==> src/rtl/uart_out_parity.sv <==
// UART transmitter: start bit, 8 data bits LSB first, parity bit, then STOP_BITS stop bits.
// The serial line is driven from a flop so it cannot glitch.
module uart_out_parity #(
    parameter int CLKS_PER_BIT = 1,
    parameter bit PARITY_ODD   = 1'b0,
    parameter int STOP_BITS    = 1
) (
    input  logic       clk,
    input  logic       rst,
    input  logic [7:0] data,
    input  logic       valid,
    output logic       ready,
    output logic       out,
    output logic       busy,
    output logic [2:0] dbg_state
);

    localparam int             BW        = $clog2(CLKS_PER_BIT) + 1;
    localparam logic [BW-1:0]  BAUD_LAST = BW'(CLKS_PER_BIT - 1);
    localparam logic           STOP_LAST = 1'(STOP_BITS - 1);

    typedef enum logic [2:0] {
        S_IDLE   = 3'd0,
        S_START  = 3'd1,
        S_DATA   = 3'd2,
        S_PARITY = 3'd3,
        S_STOP   = 3'd4
    } state_t;

    state_t        state_q, state_d;
    logic [BW-1:0] baud_q, baud_d;
    logic [2:0]    bit_q, bit_d;
    logic          stop_q, stop_d;
    logic [7:0]    shift_q, shift_d;
    logic          par_q, par_d;
    logic          out_q, out_d;
    logic          bit_done;

    always_comb begin
        state_d  = state_q;
        baud_d   = baud_q;
        bit_d    = bit_q;
        stop_d   = stop_q;
        shift_d  = shift_q;
        par_d    = par_q;
        bit_done = (baud_q == BAUD_LAST);

        if (state_q != S_IDLE) begin
            baud_d = bit_done ? '0 : baud_q + 1'b1;
        end

        case (state_q)
            S_IDLE: begin
                if (valid) begin
                    state_d = S_START;
                    shift_d = data;
                    par_d   = (^data) ^ PARITY_ODD;
                    baud_d  = '0;
                    bit_d   = '0;
                    stop_d  = 1'b0;
                end
            end
            S_START: begin
                if (bit_done) begin
                    state_d = S_DATA;
                    bit_d   = '0;
                end
            end
            S_DATA: begin
                if (bit_done) begin
                    shift_d = {1'b0, shift_q[7:1]};
                    bit_d   = bit_q + 1'b1;
                    if (bit_q == 3'd7) begin
                        state_d = S_PARITY;
                    end
                end
            end
            S_PARITY: begin
                if (bit_done) begin
                    state_d = S_STOP;
                    stop_d  = 1'b0;
                end
            end
            S_STOP: begin
                if (bit_done) begin
                    if (stop_q == STOP_LAST) begin
                        state_d = S_IDLE;
                    end else begin
                        stop_d = stop_q + 1'b1;
                    end
                end
            end
            default: state_d = S_IDLE;
        endcase

        // Line value is chosen from the upcoming state so it appears one cycle after the decision.
        case (state_d)
            S_START:  out_d = 1'b0;
            S_DATA:   out_d = shift_d[0];
            S_PARITY: out_d = par_d;
            default:  out_d = 1'b1;
        endcase
    end

    always_ff @(posedge clk) begin
        if (rst) begin
            state_q <= S_IDLE;
            baud_q  <= '0;
            bit_q   <= '0;
            stop_q  <= 1'b0;
            shift_q <= '0;
            par_q   <= 1'b0;
            out_q   <= 1'b1;
        end else begin
            state_q <= state_d;
            baud_q  <= baud_d;
            bit_q   <= bit_d;
            stop_q  <= stop_d;
            shift_q <= shift_d;
            par_q   <= par_d;
            out_q   <= out_d;
        end
    end

    // ready is held low while rst is high.
    assign ready     = (state_q == S_IDLE) && !rst;
    assign busy      = (state_q != S_IDLE);
    assign out       = out_q;
    assign dbg_state = state_q;

endmodule
==> config.mk <==
export PLATFORM = sky130hd
export DESIGN_NAME = uart_out_parity
export DESIGN_NICKNAME = d
export VERILOG_FILES = /design/src/rtl/uart_out_parity.sv
export SDC_FILE = /design/constraint.sdc
export NUM_CORES = 1
export LEC_CHECK = 0
export BUFFER_PORTS_ARGS = -buffer_cell sky130_fd_sc_hd__buf_2
export CAP_MARGIN = 40
export CORE_ASPECT_RATIO = 0.9
export CORE_MARGIN = 3
export CORE_UTILIZATION = 40
export DETAILED_ROUTE_END_ITERATION = 8
export SETUP_SLACK_MARGIN = 0.4
export SYNTH_ARGS = -nofsm -noshare
export SYNTH_HDL_FRONTEND = slang
export SYNTH_SLANG_ARGS = --single-unit
export TNS_END_PERCENT = 20
==> constraint.sdc <==
create_clock -name clk -period 2.01 [get_ports clk]
set_clock_uncertainty 0.1 [all_clocks]
set_input_delay 0.201 -clock clk [delete_from_list [all_inputs] [get_ports clk]]
set_output_delay 0.201 -clock clk [all_outputs]
set_load 0.02 [all_outputs]
# After elaboration in Yosys (flattened, before gate mapping)
# Cells that the tools add are included.
[word_totals]
register_bits = 18
input_bits = 11
elab_cells = 62
[op_classes]
n_addsub = 3
n_eq_ne = 13
mux = 27
n_reduce_logical = 11
[ops]
columns = ["op", "n"]
rows = [
  ["two-way mux 3 bit", 10],
  ["two-way mux 8 bit", 2],
  ["case mux 8 bit (2 select lines)", 1],
  ["case mux 3 bit (5 select lines)", 1],
  ["== test 3 x 2 -> 1 bit (second input constant)", 4],
  ["two-way mux 1 bit", 10],
  ["!= test 2 bit (second input constant)", 5],
  ["case mux 3 bit (3 select lines)", 1],
  ["nonzero test 3 bit", 3],
  ["AND reduction 4 bit", 2],
  ["XOR reduction 8 bit", 1],
  ["== test 3 x 1 -> 1 bit (second input constant)", 2],
  ["== test 3 bit (second input constant)", 2],
  ["case mux 1 bit (3 select lines)", 2],
  ["adder 3 x 1 -> 3 bit (second input constant)", 1],
  ["zero test 3 bit", 1],
  ["AND reduction 3 bit", 1],
  ["adder 1 bit (second input constant)", 2],
  ["nonzero test 2 bit", 1],
  ["logical AND 1 bit", 1],
  ["zero test 1 bit", 1],
]

# Depth between registers and ports, before layout
# Gate-level depths: netlist of the first run.
[logic_depth]
ltp_word = 6
depth_mapped = 6

# Worst setup path before layout of the first run
# OpenSTA, ideal clock, no wires.
[synth_path]
path_kind = "reg2reg"
startpoint = "register state_q[1], in the netlist dbg_state[1]"
endpoint = "register out_q, in the netlist out"
arrival_ns = 1.454
path_slack_ns = 0.327
path_stages_with_launch = 6
n_path_buf = 1
cell_sequence = "dfxtp_1 buf_6 nor4b_4 nor2_2 a21oi_2 a22oi_2"
[synth_between]
elab_chain_cells = 5
elab_cells_between_ends = 19
classes_between = "eq/ne (7); mux (11); reduce/logical (1)"
[synth_rtl]
columns = ["element", "line_no", "text"]
rows = [
  ["from (decl)", "30", "state_t state_q, state_d;"],
  ["from (signal assigned)", "115", "state_q <= state_d;"],
  ["two-way mux 3 bit, on equally long branches", "86, 73", ""],
  ["two-way mux 3 bit, on equally long branches", "85, 70", ""],
  ["case mux 3 bit (5 select lines)", "52", "case (state_q)"],
  ["== test 3 x 2 -> 1 bit or == test 3 x 1 -> 1 bit (tied branches)", "97", "case (state_d)"],
  ["case mux 1 bit (3 select lines) (*)", "97", ""],
  ["to (signal assigned)", "121", "out_q <= out_d;"],
  ["to (decl)", "36", "logic out_q, out_d;"],
]
# Every way passes the cells marked *; elsewhere a longest branch is shown, timed or not.
# A chain may end at the register's enable or synchronous reset.

# Worst setup path after layout of the first run
[layout_path]
startpoint = "register bit_q[0]"
endpoint = "register out_q, in the netlist out"
[layout_between]
elab_chain_cells = 6
elab_cells_between_ends = 8
classes_between = "eq/ne (4); mux (4)"
[layout_rtl]
columns = ["element", "line_no", "text"]
rows = [
  ["from (decl)", "32", "logic [2:0] bit_q, bit_d;"],
  ["from (signal assigned)", "117", "bit_q <= bit_d;"],
  ["== test 3 bit (*)", "73", "if (bit_q == 3'd7) begin"],
  ["two-way mux 3 bit (*)", "73", ""],
  ["two-way mux 3 bit (*)", "70", "if (bit_done) begin"],
  ["case mux 3 bit (5 select lines) (*)", "52", ""],
  ["== test 3 x 2 -> 1 bit or == test 3 x 1 -> 1 bit (tied branches)", "97", ""],
  ["case mux 1 bit (3 select lines) (*)", "97", ""],
]
# Marks and branches as above.

==> results of run 1 <==
[cells by family (layout without fill, tap and decap cells)]
logic type,after synthesis,count (layout),share of synthesized area [%]
adders and majority gates,2,2,2.88
AOI/OAI and AO/OA,27,27,20.7
buffers and inverters,7,27,4.46
xor gates and xnor gates,9,9,9.07
and+or+nand+nor,32,32,23.7
DFF,17,17,39.1
[worst paths after layout]
path,start,endpoint,slack (ns),cells past startpoint
setup / recovery,bit_q[0]$_SDFFE_PP0P_,out$_SDFF_PP1_,0.32,6
hold / removal,valid,baud_q$_SDFF_PP0_,0.04,2
setup reg to reg,bit_q[0]$_SDFFE_PP0P_,out$_SDFF_PP1_,0.32,6
hold reg to reg,shift_q[6]$_SDFFE_PP0P_,shift_q[6]$_SDFFE_PP0P_,0.36,2
[metrics by stage]
step                power [mW]  instance area, um2  cells  worst slack, ns
finish                   0.853                1080    139            0.317
global route             0.909                1080    139            0.206
CTS                      0.857                1030    137            0.321
detailed placement       0.664                 972    132            0.272
global placement         0.660                 972    132            0.297
floorplan                0.603                 873     94            0.363
[final cells by class]
| type | instances | area share, % |
|---|---|---|
| sequential | 17 | 32.4 |
| tap | 25 | 2.91 |
| inverter | 1 | 0.349 |
| timing repair buffer | 22 | 12.2 |
| clock buffer | 4 | 2.44 |
| multi-input combinational | 70 | 49.7 |
[report_power, final]
group	internal [mW]	total, mW	leakage (nW)	switching (mW)
registers	0.372	0.407	0.142	0.0353
clock network	0.0770	0.176	0.0150	0.0986
logic	0.126	0.271	0.240	0.145
total	0.575	0.853	0.397	0.278
[cells in the final DEF (no fill, tap or decap), types with 2 or more instances in the layout]
cell,instances
sky130_fd_sc_hd__a21oi_1,10
sky130_fd_sc_hd__a22oi_1,6
sky130_fd_sc_hd__buf_2,15
sky130_fd_sc_hd__buf_4,6
sky130_fd_sc_hd__clkbuf_4,3
sky130_fd_sc_hd__dfxtp_1,12
sky130_fd_sc_hd__dfxtp_2,4
sky130_fd_sc_hd__ha_4,2
sky130_fd_sc_hd__nand2_1,6
sky130_fd_sc_hd__nand2b_1,2
sky130_fd_sc_hd__nand3_1,2
sky130_fd_sc_hd__nor2_1,7
sky130_fd_sc_hd__nor4b_4,2
sky130_fd_sc_hd__o21ai_0,3
sky130_fd_sc_hd__or3_1,3
sky130_fd_sc_hd__xnor2_1,8
[what timing repair did]
item / CTS / global route
pin swaps: 1 / 6
resized for setup: 8 / 6
setup endpoints to repair: 5 / 12
buffers inserted: 1 / 2
hold buffers: 0 / 0
[sequential cells by signal, summed over array words and instances, names as in the netlist]
signal,cells
par_q,1
dbg_state,3
out,1
shift_q,8
bit_q,3
baud_q,1
[metal layers]
layer	track usage (%)	part of all wire [%]	vias to the layer above
met5	0	0	-
met4	1.21	0.70	0
met3	6.53	5.1	2
met2	19.5	46	13
met1	18.4	48	341
li1	-	-	379
==> load_flow_metrics.sql, run 1 <==
INSERT INTO impl_metrics (metric_group, metric, value, unit) VALUES
('yosys', 'ys.warnings.count', '0', ''),
('die', 'die_x', '55.1', 'um'),
('yosys', 'synth.avg_cell_area', '9.25', 'um2'),
('yosys', 'synthMostInstantiatedCell', 'sky130_fd_sc_hd__dfxtp_1', ''),
('die', 'die_area', '2770', 'um2'),
('yosys', 'yosys-top-cells-area', 'sky130_fd_sc_hd__dfxtp_1 (39%), sky130_fd_sc_hd__xnor2_1 (8.1%), sky130_fd_sc_hd__a21oi_1 (5.8%)', ''),
('cts', 'tritoncts', 'yes', ''),
('outcome', 'outcome', 'complete, no violations', ''),
('routing', 'detailedRoute.firstIterationViolations', '22', ''),
('die', 'core', '1990', 'um2'),
('layout', 'ff_latch_area', '349', 'um2'),
('cts', 'clk-insertion-delay-late', '0.28', 'ns'),
('global_routing', 'gr-usage-all-layers', '13.3', '%'),
('sta', 'tightest_slew', '0.373', 'ns'),
('sta', 'report.final.setup_viol', '0', ''),
('yosys', 'proportion_of_register_bits_with_asynchronous_set_or_reset_after_synthesis', '0', '%'),
('cts', 'clk_path_buf_depth', '2', ''),
('yosys', 'syn-cell-area', '870', 'um2'),
('cts', 'cts_sinks', '17', ''),
('routing', 'drt-wirelength-per-cell', '12.3', 'um'),
('placement', 'portBuffers', '16', ''),
('setup_path', 'crit_chain', 'ha_4, ha_4, and3b_1, o31a_1, nor4_2, a22oi_2', ''),
('placement', 'dpl.hpwl', '1250', 'um'),
('setup_path', 'critical_path_at', '1.77', 'ns'),
('cts', 'cts_max_level', '1', ''),
('setup_path', 'timing.critical_path.mode_cell', 'sky130_fd_sc_hd__ha_4', ''),
('routing', 'postRouteAntennaNets', '0', ''),
('layout', 'final_util', '54.1', '%'),
('global_routing', 'grt_pass1_vias', '603', ''),
('yosys', 'syn_nets', '107', ''),
('setup_path', 'critical_path.max_fanout', '3', ''),
('yosys', 'postSynth.topFlopCell', 'sky130_fd_sc_hd__dfxtp_1', ''),
('hold_path', 'hold_path_class', 'in -> reg', ''),
('layout', 'drive_gt1_share', '35.1', '%'),
('sta', 'slew_headroom', '75.1', '%'),
('setup_path', 'start_kind', 'flop', ''),
('global_routing', 'initial_antenna_violation_count', '0', ''),
('cts', 'tritoncts.num_buffers', '3', ''),
('yosys', 'synthDistinctLibCells', '35', ''),
('cts', 'path_clk_slew', '0.10', 'ns'),
('yosys', 'synthTopCellsByCount', 'sky130_fd_sc_hd__dfxtp_1 (17), sky130_fd_sc_hd__a21oi_1 (10), sky130_fd_sc_hd__nor2_1 (8), sky130_fd_sc_hd__xnor2_1 (8)', ''),
('cts', 'cts_root_buf', 'sky130_fd_sc_hd__clkbuf_4', ''),
('placement', 'gp_routability_congestion', '0.733', ''),
('layout', 'num_antenna_cells', '0', ''),
('sta', 'finalHoldWorstSlack', '0.0378', 'ns'),
('routing', 'wl', '1710', 'um'),
('layout', 'fillCellCount', '200', ''),
('sta', 'setup_total_negative_slack', '0', 'ns'),
('power', 'power.density_cell_area', '793', 'nW/um2'),
('routing', 'drt_pass1_iterations', '4', ''),
('yosys', 'ys_seq_area_share', '39.1', '%'),
('power', 'irDropWorstVdd', '0.529', 'mV'),
('sta', 'hold_viol', '0', ''),
('setup_path', 'worst-endpoint-required', '2.09', 'ns'),
('setup_path', 'worstSetupEndpointType', 'flop', ''),
('yosys', 'area_share_of_the_leading_cell_type_in_the_synthesized_netlist', '39.1', '%'),
('setup_path', 'cp_top_family', 'simple AND/OR/NAND/NOR gates', ''),
('setup_path', 'critical_path.slowest_cell', 'sky130_fd_sc_hd__dfxtp_2', ''),
('setup_path', 'max_stage_delay', '0.35', 'ns'),
('layout', 'multi_input_gate_area_in_the_final_layout', '534', 'um2'),
('layout', 'flow.area_growth_from_synthesis', '23.7', '%'),
('yosys', 'ys_seq_elements', '17', ''),
('sta', 'period_share', '84.2', '%'),
('sta', 'slew_viol_final', '0', ''),
('die', 'initial_utilization', '43.7', '%'),
('yosys', 'post-synth-top-area-cell', 'sky130_fd_sc_hd__dfxtp_1', ''),
('sta', 'final.min_clock_period', '1.69', 'ns'),
('setup_path', 'crit_buf_inv', '0', ''),
('job', 'cap_violations', '0', ''),
('routing', 'drcViolationCount', '0', ''),
('die', 'placement_rows', '15', '');
Note: power is estimated with default switching activity, not from simulation.
==> inputs of run 2 (changes only) <==
Clock period 2.01 ns to 1.6 ns, I/O delays scaled along.
==> run 2 against run 1 <==
  * The run now ends with setup timing left
  * Wire length is 18% higher
  * Register-to-register slack worse by 0.32 ns
  * Fmax is 5.6% higher
  * Sequential share of layout area is 3.8 points lower
  * Via count is 5.0% higher
  * Non-clock buffer count is 5 higher
  * Critical path type unchanged
  * Highest routed layer unchanged
==> load_flow_metrics.sql, run 2 (same netlist as run 1, synthesis figures left out) <==
INSERT INTO impl_metrics (metric_group, metric, value, unit) VALUES
('setup_path', 'critPathKind', 'reg -> reg', ''),
('routing', 'route.detailed.vias_per_inst', '5.36', ''),
('setup_path', 'critical_path.max_fanout', '2', ''),
('routing', 'drt_pass1_iterations', '4', ''),
('die', 'die_x', '55.1', 'um'),
('setup_path', 'r2r_start', 'bit_q[0]$_SDFFE_PP0P_', ''),
('power', 'power.density_cell_area', '961', 'nW/um2'),
('setup_path', 'critical_path_at', '1.69', 'ns'),
('hold_path', 'hold_path_class', 'in -> reg', ''),
('setup_path', 'critical_path.endpoint', 'out$_SDFF_PP1_', ''),
('cts', 'cts_sinks', '17', ''),
('routing', 'detailedRoute.firstIterationViolations', '13', ''),
('outcome', 'failed_checks', 'setup timing', ''),
('layout', 'mostFrequentLayoutCell', 'sky130_fd_sc_hd__buf_2', ''),
('routing', 'wl', '2010', 'um'),
('sta', 'final.min_clock_period', '1.60', 'ns'),
('sta', 'tightest_slew', '0.396', 'ns'),
('global_routing', 'grt_pass1_vias', '686', ''),
('cts', 'tritoncts', 'yes', ''),
('die', 'initial_utilization', '43.7', '%'),
('sta', 'rsz0062_at_grt', 'yes', ''),
('global_routing', 'grt_first_pass_wirelength', '3080', 'um'),
('layout', 'flow.area_growth_from_synthesis', '41.7', '%'),
('cts', 'path_clk_slew', '0.10', 'ns'),
('sta', 'clock.fmax', '624', 'MHz'),
('placement', 'post-place-cells', '133', ''),
('sta', 'slew_viol_final', '0', ''),
('sta', 'report.final.setup_viol', '1', ''),
('global_routing', 'gr-usage-all-layers', '15.2', '%'),
('setup_path', 'critPathLaunch', 'bit_q[0]$_SDFFE_PP0P_', ''),
('cts', 'cts_root_buf', 'sky130_fd_sc_hd__clkbuf_4', ''),
('die', 'die_area', '2770', 'um2'),
('cts', 'cts_max_level', '1', ''),
('sta', 'slew_headroom', '73.6', '%'),
('sta', 'hold_viol', '0', ''),
('power', 'irDropWorstVdd', '0.610', 'mV'),
('setup_path', 'timing.reg2reg.worst_path_depth', '6', ''),
('layout', 'most-common-layout-cells', 'sky130_fd_sc_hd__buf_2 (13), sky130_fd_sc_hd__dfxtp_1 (11), sky130_fd_sc_hd__a21oi_1 (10)', ''),
('setup_path', 'start_kind', 'flop', ''),
('die', 'core', '1990', 'um2'),
('power', 'totalPowerFinal', '1.18', 'mW'),
('setup_path', 'regToRegSetupSlack', '-0.003', 'ns'),
('global_routing', 'grt_overflow', '0', ''),
('placement', 'dpl.hpwl', '1220', 'um'),
('layout', 'drive_gt1_share', '46.2', '%'),
('job', 'cap_violations', '0', ''),
('placement', 'portBuffers', '16', ''),
('setup_path', 'worst_r2r_endpoint', 'out$_SDFF_PP1_', ''),
('setup_path', 'worstSetupEndpointType', 'flop', ''),
('die', 'chipHeight', '50.2', 'um'),
('outcome', 'outcome', 'complete, but fails checks', ''),
('layout', 'num_antenna_cells', '0', ''),
('layout', 'fillCellCount', '179', ''),
('sta', 'period_share', '100', '%'),
('die', 'placement_rows', '15', ''),
('routing', 'vias', '772', ''),
('cts', 'tritoncts.num_buffers', '3', ''),
('die', 'floorplan.io_pins', '17', ''),
('routing', 'drt-wirelength-per-cell', '14.0', 'um'),
('global_routing', 'initial_antenna_violation_count', '0', ''),
('power', 'total_leakage_power', '0.442', 'nW'),
('cts', 'clk_path_buf_depth', '2', ''),
('setup_path', 'worst-endpoint-required', '1.68', 'ns'),
('cts', 'clk-insertion-delay-late', '0.29', 'ns'),
('layout', 'largest_register_ffs', '8', ''),
('global_routing', 'grt_max_degree', '19', ''),
('sta', 'postLayoutSetupSlackWorst', '-0.00321', 'ns'),
('layout', 'largest_register', 'shift_q', ''),
('placement', 'gp_routability_congestion', '0.740', ''),
('layout', 'finish.net_count', '133', ''),
('routing', 'drcViolationCount', '0', ''),
('layout', 'post_route_non_filler_standard_cell_count', '144', ''),
('routing', 'postRouteAntennaNets', '0', '');
==> run 2: repair_timing <==
action / CTS / global route
endpoints found under the setup margin: 21 / 21
endpoints found under the hold margin: 1 / 0
hold buffers: 1 / 0
buffers inserted: 6 / 0
gates resized for setup: 9 / 25
pin swaps: 1 / 15
==> run 2: how the worst min path moves through the flow <==
| stage | from | to | slack (ns) | cells after the start |
|---|---|---|---|---|
| 2_1_floorplan | valid | baud_q$_SDFF_PP0_ | 0.14 | 1 |
| 3_3_place_gp | valid | baud_q$_SDFF_PP0_ | 0.28 | 2 |
| 3_5_place_dp | valid | baud_q$_SDFF_PP0_ | 0.29 | 2 |
| 4_1_cts | data[7] | shift_q[7]$_SDFFE_PP0P_ | 0.04 | 3 |
| 5_1_grt | data[7] | shift_q[7]$_SDFFE_PP0P_ | 0.1 | 3 |
| 6_report | data[7] | shift_q[7]$_SDFFE_PP0P_ | 0.05 | 3 |
==> run 2: metrics by stage <==
step | setup WS [ns] | hold WS (ns) | setup TNS (ns) | cell area, um2 | util (%)
after floorplan | 0.0435 | 0.137 | 0 | 898 | -
after detailed placement | 0.0178 | 0.294 | 0 | 998 | 50.2
after global placement | 0.0186 | 0.282 | 0 | 998 | 50.2
after global routing | -0.0735 | 0.0950 | -0.0870 | 1230 | 61.9
final | -0.00321 | 0.0455 | -0.00321 | 1230 | 61.9
after CTS | 0.0419 | 0.0396 | 0 | 1120 | 56.2
==> run 2: where the power goes <==
group	switching (mW)	total (mW)	internal [mW]	leakage [nW]
Sequential	0.0394	0.506	0.467	0.142
Clock	0.132	0.228	0.0969	0.0150
Combinational	0.225	0.450	0.225	0.284
==> run 2: routing by layer <==
layer	vias to the layer above	routed length, um	GRT usage, %
li1	389	-	-
met1	369	1010	20.5
met2	12	918	23.4
met3	2	72	5.34
met4	0	12	2.43
met5	-	0	0
==> run 2: layout make-up <==
cell class,count,area [um2],area share [%]
Clock buffer,4,26.3,2.13
Multi-Input combinational cell,70,603,48.9
Timing Repair Buffer,27,215,17.5
Inverter,1,3.75,0.305
Tap cell,25,31.3,2.54
Sequential cell,17,353,28.6
==> run 2: worst max-delay path, cell delays in order (launching register included) <==
cell                      delay (ns)
sky130_fd_sc_hd__dfxtp_2        0.34
sky130_fd_sc_hd__ha_4           0.16
sky130_fd_sc_hd__ha_4           0.14
sky130_fd_sc_hd__and3b_1        0.18
sky130_fd_sc_hd__o31a_1         0.26
sky130_fd_sc_hd__nor4_2         0.21
sky130_fd_sc_hd__a22oi_2        0.12
==> inputs of run 3 (changes only) <==
Settings changed: CTS_BUF_LIST set to sky130_fd_sc_hd__clkbuf_8 sky130_fd_sc_hd__clkbuf_16.
==> run 3 against run 2 <==
  * The flow now finishes without violations
  * Critical path depth is the same
  * Non-clock buffer count is 2 higher
  * Global-route usage grew 0.36 points
  * Core utilization increased by 2.8 points
  * Critical path type unchanged
  * Largest cell class unchanged
==> load_flow_metrics.sql, run 3 (same netlist as run 1, synthesis figures left out) <==
INSERT INTO impl_metrics (metric_group, metric, value, unit) VALUES
('power', 'pwr-share-comb', '36.5', '%'),
('layout', 'fillCellCount', '175', ''),
('sta', 'rsz0062_at_grt', 'yes', ''),
('setup_path', 'r2r_start', 'bit_q[0]$_SDFFE_PP0P_', ''),
('layout', 'flow.area_growth_from_synthesis', '48.1', '%'),
('cts', 'tritoncts', 'yes', ''),
('setup_path', 'timing.reg2reg.worst_path_depth', '6', ''),
('layout', 'ff_latch_area', '353', 'um2'),
('setup_path', 'regToRegSetupSlack', '0.009', 'ns'),
('global_routing', 'grt_pass1_vias', '696', ''),
('setup_path', 'worst-endpoint-required', '1.64', 'ns'),
('die', 'core', '1990', 'um2'),
('layout', 'most-common-layout-cells', 'sky130_fd_sc_hd__buf_2 (13), sky130_fd_sc_hd__dfxtp_1 (11), sky130_fd_sc_hd__a21oi_1 (10), sky130_fd_sc_hd__buf_6 (10), sky130_fd_sc_hd__xnor2_1 (7)', ''),
('hold_path', 'min_path_cells', '2', ''),
('global_routing', 'grt_overflow', '0', ''),
('cts', 'clk-insertion-delay-late', '0.25', 'ns'),
('layout', 'drive_gt1_share', '50.4', '%'),
('layout', 'num_antenna_cells', '0', ''),
('setup_path', 'worst_r2r_endpoint', 'out$_SDFF_PP1_', ''),
('sta', 'slew_viol_final', '0', ''),
('placement', 'gp_routability_congestion', '0.740', ''),
('setup_path', 'critPathLaunch', 'bit_q[0]$_SDFFE_PP0P_', ''),
('sta', 'finalHoldWorstSlack', '0.0193', 'ns'),
('sta', 'final.min_clock_period', '1.59', 'ns'),
('cts', 'path_clk_slew', '0.07', 'ns'),
('global_routing', 'gr-usage-all-layers', '15.5', '%'),
('routing', 'drt_pass1_iterations', '4', ''),
('global_routing', 'initial_antenna_violation_count', '0', ''),
('die', 'die_area', '2770', 'um2'),
('job', 'cap_violations', '0', ''),
('sta', 'clock.fmax', '629', 'MHz'),
('routing', 'wl', '2100', 'um'),
('global_routing', 'grt_max_degree', '19', ''),
('die', 'floorplan.io_pins', '17', ''),
('cts', 'cts_sinks', '17', ''),
('cts', 'tritoncts.num_buffers', '3', ''),
('layout', 'multi_input_gate_area_in_the_final_layout', '619', 'um2'),
('routing', 'route.detailed.vias_per_inst', '5.38', ''),
('power', 'sequentialPowerShare', '39.2', '%'),
('sta', 'report.final.setup_viol', '0', ''),
('setup_path', 'critPathKind', 'reg -> reg', ''),
('die', 'die_x', '55.1', 'um'),
('power', 'total_leakage_power', '0.468', 'nW'),
('routing', 'detailedRoute.firstIterationViolations', '3', ''),
('power', 'total_switching_power', '0.418', 'mW'),
('setup_path', 'crit_chain', 'ha_4, ha_4, and3b_1, o31a_1, nor4_2, a22oi_2', ''),
('sta', 'tightest_slew', '0.394', 'ns'),
('sta', 'period_share', '99.4', '%'),
('setup_path', 'critical_path.endpoint', 'out$_SDFF_PP1_', ''),
('sta', 'hold_viol', '0', ''),
('die', 'placement_rows', '15', ''),
('setup_path', 'critical_path.max_fanout', '2', ''),
('routing', 'postRouteAntennaNets', '0', ''),
('power', 'power.density_cell_area', '1010', 'nW/um2'),
('power', 'netSwitchingFraction', '32.1', '%'),
('sta', 'slew_headroom', '73.7', '%'),
('setup_path', 'timing.critical_path.mode_cell', 'sky130_fd_sc_hd__ha_4', ''),
('setup_path', 'start_kind', 'flop', ''),
('routing', 'drcViolationCount', '0', ''),
('global_routing', 'grt_first_pass_wirelength', '3070', 'um'),
('sta', 'setup_total_negative_slack', '0', 'ns'),
('setup_path', 'worstSetupEndpointType', 'flop', ''),
('power', 'p_int', '0.884', 'mW'),
('routing', 'drt-wirelength-per-cell', '14.4', 'um'),
('cts', 'clk_path_buf_depth', '2', ''),
('placement', 'dpl.hpwl', '1220', 'um'),
('setup_path', 'critical_path_at', '1.63', 'ns'),
('layout', 'mostFrequentLayoutCell', 'sky130_fd_sc_hd__buf_2', ''),
('outcome', 'outcome', 'complete, no violations', ''),
('routing', 'vias', '785', ''),
('power', 'irDropWorstVdd', '0.644', 'mV'),
('die', 'initial_utilization', '43.7', '%'),
('setup_path', 'max_stage_delay', '0.33', 'ns'),
('placement', 'portBuffers', '16', ''),
('cts', 'cts_max_level', '1', ''),
('power', 'share_clk_of_total_power', '24.3', '%'),
('layout', 'largest_register_ffs', '8', ''),
('layout', 'largest_register', 'shift_q', ''),
('cts', 'post_cts_hold_buffer_count', '0', ''),
('setup_path', 'critical_path.slowest_cell', 'sky130_fd_sc_hd__dfxtp_2', ''),
('cts', 'cts_root_buf', 'sky130_fd_sc_hd__clkbuf_8', ''),
('hold_path', 'hold_path_class', 'in -> reg', ''),
('layout', 'finish.net_count', '135', ''),
('die', 'chipHeight', '50.2', 'um');
## run 3: power by group through the flow
stage	sequential (mW)	combinational [mW]	clock, mW
after global placement	0.518	0.330	0
final	0.511	0.475	0.317
after detailed placement	0.519	0.333	0
after global routing	0.516	0.516	0.338
after CTS	0.503	0.384	0.324
after floorplan	0.516	0.261	0
## run 3: worst min path at each step
stage | start | endpoint
2_1_floorplan | valid | baud_q$_SDFF_PP0_
3_3_place_gp | valid | baud_q$_SDFF_PP0_
3_5_place_dp | valid | baud_q$_SDFF_PP0_
4_1_cts | valid | baud_q$_SDFF_PP0_
5_1_grt | valid | baud_q$_SDFF_PP0_
6_report | valid | baud_q$_SDFF_PP0_
## run 3: layer usage
layer	GRT usage, %	routed length (um)	vias up
met4	6.07	29	0
met1	19.8	955	375
li1	-	-	394
met5	0	0	-
met3	6.23	72	5
met2	23.0	1050	11
## run 3: worst max-delay path: cells and delay by family, from the launching register on
family / cells / cell delay, ns
DFF: 1 / 0.33
AOI/OAI and AO/OA: 2 / 0.38
and+or+nand+nor: 2 / 0.37
adders and majority gates: 2 / 0.30
## run 3: metrics by stage
stage	instances	power (mW)	utilization, %	cell area, um2	setup WS [ns]
6_report	146	1.30	64.7	1290	0.00923
2_1_floorplan	94	0.777	-	898	0.0435
3_3_place_gp	133	0.848	50.2	998	0.0186
3_5_place_dp	133	0.852	50.2	998	0.0178
4_1_cts	143	1.21	56.5	1120	0.0504
5_1_grt	146	1.37	64.7	1290	-0.0430
## run 3: area by class of cell
| class | count | area share [%] |
|---|---|---|
| clock buffers | 3 | 3.21 |
| clock inverters | 1 | 0.292 |
| inverters | 1 | 0.292 |
| multi-input cells | 70 | 48.1 |
| flip-flops and latches | 17 | 27.4 |
| well taps | 25 | 2.43 |
| repair buffers | 29 | 18.3 |
## run 3: what timing repair did
action                                  4_1_cts  5_1_grt
cloned                                        0        0
pin swaps                                     0       18
setup buffers                                 6        3
endpoints found under the setup margin       20       21
resized for setup                             8       30
